**src/rtl/spi_master_64_if.sv**
```systemverilog
// rtl/spi_master_64_if.sv - host handshake and SPI pin bundle for spi_master_64
//
// Host side : start, wdata (to master); rdata, busy, done (from master).
// SPI side  : sclk, cs_n, mosi (from master); miso (to master).
// Optional  : loopback (to master), present only when SPI_LOOPBACK_EN is defined.
// Modports  : master (the spi_master_64 side), slave (host/peripheral side).

interface spi_master_64_if;
    logic        start;
    logic [63:0] wdata;
    logic [63:0] rdata;
    logic        busy;
    logic        done;
    logic        sclk;
    logic        cs_n;
    logic        mosi;
    logic        miso;
`ifdef SPI_LOOPBACK_EN
    logic        loopback;
`endif

    modport master (
`ifdef SPI_LOOPBACK_EN
        input  loopback,
`endif
        input  start, wdata, miso,
        output rdata, busy, done, sclk, cs_n, mosi
    );

    modport slave (
`ifdef SPI_LOOPBACK_EN
        output loopback,
`endif
        output start, wdata, miso,
        input  rdata, busy, done, sclk, cs_n, mosi
    );
endinterface

```
**src/rtl/spi_master_64.sv**
```systemverilog
// rtl/spi_master_64.sv - SPI mode-0 initiator for 64-bit full-duplex transfers
//
// Ports : clk (system clock, posedge), rst (synchronous, active-low),
//         bus (spi_master_64_if.master: start/wdata/rdata/busy/done, sclk/cs_n/mosi/miso).
// Params: CLK_DIV (clk cycles per sclk half-period), CS_SETUP, CS_HOLD, CS_GAP.
// Macro : SPI_LOOPBACK_EN adds bus.loopback; when set at start, rx takes the
//         registered mosi instead of miso for the whole transfer.

module spi_master_64 #(
    parameter int CLK_DIV  = 5,
    parameter int CS_SETUP = 2,
    parameter int CS_HOLD  = 2,
    parameter int CS_GAP   = 20
) (
    input  logic             clk,
    input  logic             rst,
    spi_master_64_if.master  bus
);
    typedef enum logic [2:0] {IDLE, SETUP, SHIFT, HOLD, GAP} state_t;

    localparam logic [15:0] DIV_TC   = 16'(CLK_DIV - 1);
    localparam logic [15:0] SETUP_TC = 16'(CS_SETUP);
    localparam logic [15:0] HOLD_TC  = 16'(CS_HOLD - 1);
    localparam logic [15:0] GAP_TC   = 16'(CS_GAP - 1);

    state_t      state, state_nx;
    logic [15:0] cnt;
    logic [15:0] div_cnt;
    logic [6:0]  bit_cnt;
    logic [62:0] tx_sr;     // bits still to send; the current bit already sits in mosi
    logic [63:0] rx_sr;
    logic [63:0] rdata_q;
    logic        sclk_q, cs_n_q, mosi_q, busy_q, done_q;
    logic        div_tc, rise, fall, rx_in;

`ifdef SPI_LOOPBACK_EN
    logic loop_q;
    assign rx_in = loop_q ? mosi_q : bus.miso;
`else
    assign rx_in = bus.miso;
`endif

    assign div_tc = (state == SHIFT) && (div_cnt == DIV_TC);
    assign rise   = div_tc && !sclk_q;
    assign fall   = div_tc &&  sclk_q;

    always_comb begin
        state_nx = state;
        case (state)
            IDLE:    if (bus.start)                   state_nx = SETUP;
            SETUP:   if (cnt == SETUP_TC)             state_nx = SHIFT;
            SHIFT:   if (fall && bit_cnt == 7'd64)    state_nx = HOLD;
            HOLD:    if (cnt == HOLD_TC)              state_nx = GAP;
            GAP:     if (cnt == GAP_TC)               state_nx = IDLE;
            default:                                  state_nx = IDLE;
        endcase
    end

    always_ff @(posedge clk) begin
        if (!rst) begin
            state   <= IDLE;
            cnt     <= '0;
            div_cnt <= '0;
            bit_cnt <= '0;
            tx_sr   <= '0;
            rx_sr   <= '0;
            rdata_q <= '0;
            sclk_q  <= 1'b0;
            cs_n_q  <= 1'b1;
            mosi_q  <= 1'b0;
            busy_q  <= 1'b0;
            done_q  <= 1'b0;
`ifdef SPI_LOOPBACK_EN
            loop_q  <= 1'b0;
`endif
        end else begin
            state  <= state_nx;
            // Phase counter restarts whenever the state changes.
            cnt    <= (state_nx != state) ? 16'd0 : cnt + 16'd1;
            busy_q <= (state_nx != IDLE);
            done_q <= (state == HOLD) && (state_nx == GAP);
            // cs_n drops one cycle after accept and rises together with done.
            cs_n_q <= !(((state == SETUP) || (state == SHIFT) || (state == HOLD))
                        && (state_nx != GAP));
            if ((state == HOLD) && (state_nx == GAP))
                rdata_q <= rx_sr;

            case (state)
                IDLE: begin
                    sclk_q <= 1'b0;
                    if (bus.start) begin
                        tx_sr   <= bus.wdata[62:0];
                        mosi_q  <= bus.wdata[63];
                        bit_cnt <= '0;
                        div_cnt <= '0;
                        rx_sr   <= '0;
`ifdef SPI_LOOPBACK_EN
                        loop_q  <= bus.loopback;
`endif
                    end else begin
                        mosi_q  <= 1'b0;
                    end
                end
                SHIFT: begin
                    if (div_tc) begin
                        div_cnt <= '0;
                        sclk_q  <= !sclk_q;
                        if (rise) begin
                            rx_sr   <= {rx_sr[62:0], rx_in};
                            bit_cnt <= bit_cnt + 7'd1;
                        end else if (bit_cnt < 7'd64) begin
                            mosi_q  <= tx_sr[62];
                            tx_sr   <= {tx_sr[61:0], 1'b0};
                        end else begin
                            mosi_q  <= 1'b0;
                        end
                    end else begin
                        div_cnt <= div_cnt + 16'd1;
                    end
                end
                default: sclk_q <= 1'b0;
            endcase
        end
    end

    assign bus.sclk  = sclk_q;
    assign bus.cs_n  = cs_n_q;
    assign bus.mosi  = mosi_q;
    assign bus.busy  = busy_q;
    assign bus.done  = done_q;
    assign bus.rdata = rdata_q;
endmodule

```
**src/flat_wrapper.sv**
```systemverilog
// flat-port wrapper written by rule: the top's interface ports become plain ports
module spi_master_64_flat 
#(
    parameter int CLK_DIV  = 5,
    parameter int CS_SETUP = 2,
    parameter int CS_HOLD  = 2,
    parameter int CS_GAP   = 20
)
  (clk, rst, bus_start, bus_wdata, bus_miso, bus_rdata, bus_busy, bus_done, bus_sclk, bus_cs_n, bus_mosi);
  spi_master_64_if bus_i ();
  input  logic clk;
  input  logic rst;
  input wire logic [$bits(bus_i.start)-1:0] bus_start;
  input wire logic [$bits(bus_i.wdata)-1:0] bus_wdata;
  input wire logic [$bits(bus_i.miso)-1:0] bus_miso;
  output wire logic [$bits(bus_i.rdata)-1:0] bus_rdata;
  output wire logic [$bits(bus_i.busy)-1:0] bus_busy;
  output wire logic [$bits(bus_i.done)-1:0] bus_done;
  output wire logic [$bits(bus_i.sclk)-1:0] bus_sclk;
  output wire logic [$bits(bus_i.cs_n)-1:0] bus_cs_n;
  output wire logic [$bits(bus_i.mosi)-1:0] bus_mosi;
  assign bus_i.start = bus_start;
  assign bus_i.wdata = bus_wdata;
  assign bus_i.miso = bus_miso;
  assign bus_rdata = bus_i.rdata;
  assign bus_busy = bus_i.busy;
  assign bus_done = bus_i.done;
  assign bus_sclk = bus_i.sclk;
  assign bus_cs_n = bus_i.cs_n;
  assign bus_mosi = bus_i.mosi;
  spi_master_64 #(.CLK_DIV(CLK_DIV), .CS_SETUP(CS_SETUP), .CS_HOLD(CS_HOLD), .CS_GAP(CS_GAP)) u_core (.clk(clk), .rst(rst), .bus(bus_i));
endmodule
```
**config.mk**
```make
export PLATFORM = sky130hd
export DESIGN_NAME = spi_master_64_flat
export DESIGN_NICKNAME = d
export VERILOG_FILES = /design/src/rtl/spi_master_64_if.sv /design/src/rtl/spi_master_64.sv /design/src/flat_wrapper.sv
export SDC_FILE = /design/constraint.sdc
export NUM_CORES = 1
export LEC_CHECK = 0
export ABC_AREA = 1
export CAP_MARGIN = 10
export CORE_MARGIN = 2
export CORE_UTILIZATION = 30
export CTS_BUF_LIST = sky130_fd_sc_hd__clkbuf_2
export DETAILED_ROUTE_END_ITERATION = 8
export MAX_ROUTING_LAYER = met4
export PLACE_DENSITY = 0.6
export SLEW_MARGIN = 20
export SYNTH_ARGS = -nofsm -noshare
export SYNTH_HDL_FRONTEND = slang
export SYNTH_SLANG_ARGS = --single-unit
```
**constraint.sdc**
```tcl
create_clock -name clk -period 1.9 [get_ports clk]
set_input_delay 0.285 -clock clk [delete_from_list [all_inputs] [get_ports clk]]
set_output_delay 0.285 -clock clk [all_outputs]
set_load 0.02 [all_outputs]
```
==> impl_results.md <==
* Outcome: complete, no violations
* Synth Area in Compound Gates at about 14%
* Hold path startpoint: bus_miso
* DP Wirelength at roughly 15 mm
* # nets final at roughly 1700
* Num rows at 67
* Synth Area per Inst at 6.903 um2
* Cell with the largest stage delay on the worst path: dfxtp_1
* Largest family of logic cells by synthesized area: simple AND/OR/NAND/NOR gates
* CTS sink cnt at about 240
* Fillcell total at roughly 3500
* Post-Synth Simple-Gate Area at between 20% and 30%
* Fin crit share at roughly 94%
* Initial antenna violation count at 1
* Synthesized area at ~10000 um2
* Die height at 188.0 um
* Vias per inst at approximately 4.5
* Worst-skew pair later-pin latency at approximately 0.80 ns
* Maximum buffer depth of the clock tree at 3
* Post-synth EDFFs at 0
* Setup TNS at 0 ns
* Final period demand of the worst path at between 1.5 and 2 ns
* Placed Area at 12210 um2
* First-pass GRT wire length at about 43 mm
* Post-Synth Adder-Cell Area at less than 1%
* CTS buffer count at 69
* Slowest stage delay, CP at 0.37 ns
* Setup Skew at about 0.076 ns
* IO buf count at ~140
* Post-Synth XOR/XNOR Area at roughly 1.3%
* Maximum vdd drop at approximately 0.00038 V
* Gr usage total at 14.74%
* FFs w/ async S/R, synth at 0%
* Clock Pin Slew Worst Setup and Hold Paths at ~0.090 ns
* Crit path DAT at about 1.5 ns
* DRC viols at 0
* Largest net degree at the start of global routing at ~130
* Syn Inst Count at roughly 1500
* Slew @ Worst Pin at 0.6414 ns
* Unrepaired setup endpoints after global routing: yes
* Routed wire length at 26.77 mm
* Cell family with most CP delay: flip-flops
* Setup-failing EPs final at 0
* PwrDens at between 700 and 800 nW/um2
* Worst Setup Start Kind: flip-flop
* Ys flop type: dfxtp_1
* I/O pins at approximately 140
* Core ar. at ~33000 um2
* Critical path peak fanout at 2
* Fmax at roughly 560 MHz
* Sequential area share after synthesis at between 40% and 50%
* CP startpoint: u_core.bus.rdata[22]$_SDFFE_PN0P_
* R2R Path Start: u_core.div_cnt[9]$_SDFFE_PN0P_
* Final hold viol count at 0
* CTS tree: built
* Number of global-route vias before repair at 9094
* CTS root buf: clkbuf_2
* Synth-to-Final Area Change at 28.75%
* CTS H-Tree Depth at 3
* CP Cell Sequence: dlygate4sd2_1
* Die ar. at 35360 um2
* Finished Cell Area at approximately 13000 um2
* Min-Delay Path Class: in2reg
* Vias at roughly 9700
* Pre-antenna DRT Iters at 5
* Yosys warns at 0
* CP Data Required Time at 1.62 ns
* Yosys cell types at 32
* Crit end category: output pin
* Final Max Slew Viols at 0
* Share of layout cells above drive strength 1 at a little over an eighth
* Grt total ovfl at 0
* Leak at about 5.7 nW
* Mux contribution to synthesized area at 0%
* #FFs+latches synth at ~240
* Max Cap Viol at 0
* Slew headroom at 57.24%
* WP buf/inv at 1
* DIE WIDTH at about 190 um
* Syn Nets at around 1500
* WS Path Type: reg2out
* Iter 0 DRT Violations at 675
* ANT nets after route at 0
* WL/cell at 12.50 um
* Final core occ at 39.11%
* Routability cong. at about 0.77
* Initial core utilization at 30.38%
flip-flops by register name, indices dropped and copies added, names as in the netlist:
signal,cells
u_core.bus.rdata,64
u_core.rx_sr,64
u_core.tx_sr,63
u_core.cnt,16
u_core.div_cnt,16
u_core.bit_cnt,7
u_core.state,3
u_core.bus.busy,1
u_core.bus.cs_n,1
u_core.bus.done,1
u_core.bus.mosi,1
u_core.bus.sclk,1
layout by cell type (no fill, tap or decap), types with 3 or more instances in the layout:
| master | instances |
|---|---|
| a21oi_1 | 152 |
| a21oi_2 | 3 |
| buf_12 | 15 |
| buf_4 | 37 |
| clkbuf_16 | 9 |
| clkbuf_2 | 97 |
| clkdlybuf4s15_1 | 5 |
| clkdlybuf4s50_1 | 66 |
| clkinv_1 | 10 |
| dfxtp_1 | 231 |
| dfxtp_2 | 7 |
| dlygate4sd2_1 | 61 |
| ha_1 | 4 |
| inv_1 | 106 |
| inv_2 | 9 |
| nand2_1 | 436 |
| nand2_2 | 4 |
| nand3_1 | 27 |
| nand3_2 | 5 |
| nand3_4 | 3 |
| nand4_1 | 13 |
| nor2_1 | 209 |
| nor2_2 | 18 |
| nor2_4 | 3 |
| nor3_1 | 5 |
| o21ai_0 | 119 |
| xnor2_1 | 4 |
| xor2_1 | 11 |
synth_stat cells, types with 8 or more instances:
cell type,n,area share (%)
nand3_1,30,1.5
dfxtp_1,238,47
buf_1,12,0.44
buf_2,17,0.84
xor2_1,11,0.95
nand4_1,13,0.80
inv_1,109,4.0
o21ai_0,120,5.9
nor2_2,14,0.86
clkbuf_1,48,1.8
nor2_1,215,7.9
a21oi_1,155,7.6
nand2_1,439,16
buf_6,8,0.89
per-stage QoR:
| step | setup slack (ns) | power (mW) | hold WS (ns) | std cells |
|---|---|---|---|---|
| 6_report | 0.1086 | 10.36 | 0.1243 | 2141 |
| 3_5_place_dp | 0.02094 | 6.714 | 0.4540 | 2017 |
| 5_1_grt | -0.03676 | 11.02 | 0.05813 | 2141 |
| 3_3_place_gp | 0.1000 | 6.687 | 0.4430 | 2017 |
| 2_1_floorplan | 0.1739 | 6.306 | 0.4291 | 1472 |
| 4_1_cts | 0.0002273 | 10.40 | 0.02618 | 2125 |
cells by family (layout without fill, tap and decap cells):
| kind of cell | after synthesis | after routing |
|---|---|---|
| XOR/XNOR | 15 | 15 |
| buffers and inverters | 201 | 420 |
| other | 0 | 1 |
| adder cells (fa/ha/maj) | 7 | 7 |
| flip-flops | 238 | 238 |
| AO/OA/AOI/OAI | 280 | 280 |
| AND/OR/NAND/NOR | 731 | 732 |
path summary, 6_finish.rpt:
kind | cells after the start | slack (ns) | endpoint
hold reg to reg | 2 | 0.42 | u_core.bus.rdata[25]$_SDFFE_PN0P_
setup / recovery | 1 | 0.11 | bus_rdata[22]
hold / removal | 3 | 0.12 | u_core.rx_sr[0]$_SDFFE_PN0P_
setup reg to reg | 12 | 0.11 | u_core.tx_sr[12]$_SDFFE_PN0P_
repair_timing:
item	4_1_cts	5_1_grt
gates resized for setup	73	45
setup buffers	0	5
pin swaps	0	12
gates cloned	0	10
setup endpoints to repair	69	165
endpoints found under the hold margin	64	0
hold buffers	1	0
where the power goes:
part,switching [mW],internal [mW]
Combinational,0.790,0.634
Sequential,0.110,5.24
Clock,2.13,1.45
Total,3.03,7.33
worst register-to-register path: cells and delay by family, from the launching register on:
family                 cells  cell delay (ns)
buffers and inverters      2             0.34
DFF                        1             0.33
and+or+nand+nor           10             1.04
layer usage:
layer  wire length (um)  part of all wire [%]  track usage, %
met5                  0                     0               -
met4                461                   1.7           4.997
met3               1609                   6.0           3.743
met2              11680                    44           22.27
met1              13010                    49           19.13
final cells by class:
class	instances	area (um2)	area share [%]
tap	448	560.5	4.285
multi-input combinational	1034	4679	35.77
timing repair buffer	197	2078	15.89
antenna	1	2.502	0.01913
clock buffer	95	475.5	3.634
inverter	116	437.9	3.347
clock inverter	12	75.07	0.5738
sequential	238	4773	36.49
No activity file was read; power rests on OpenSTA's default activity.
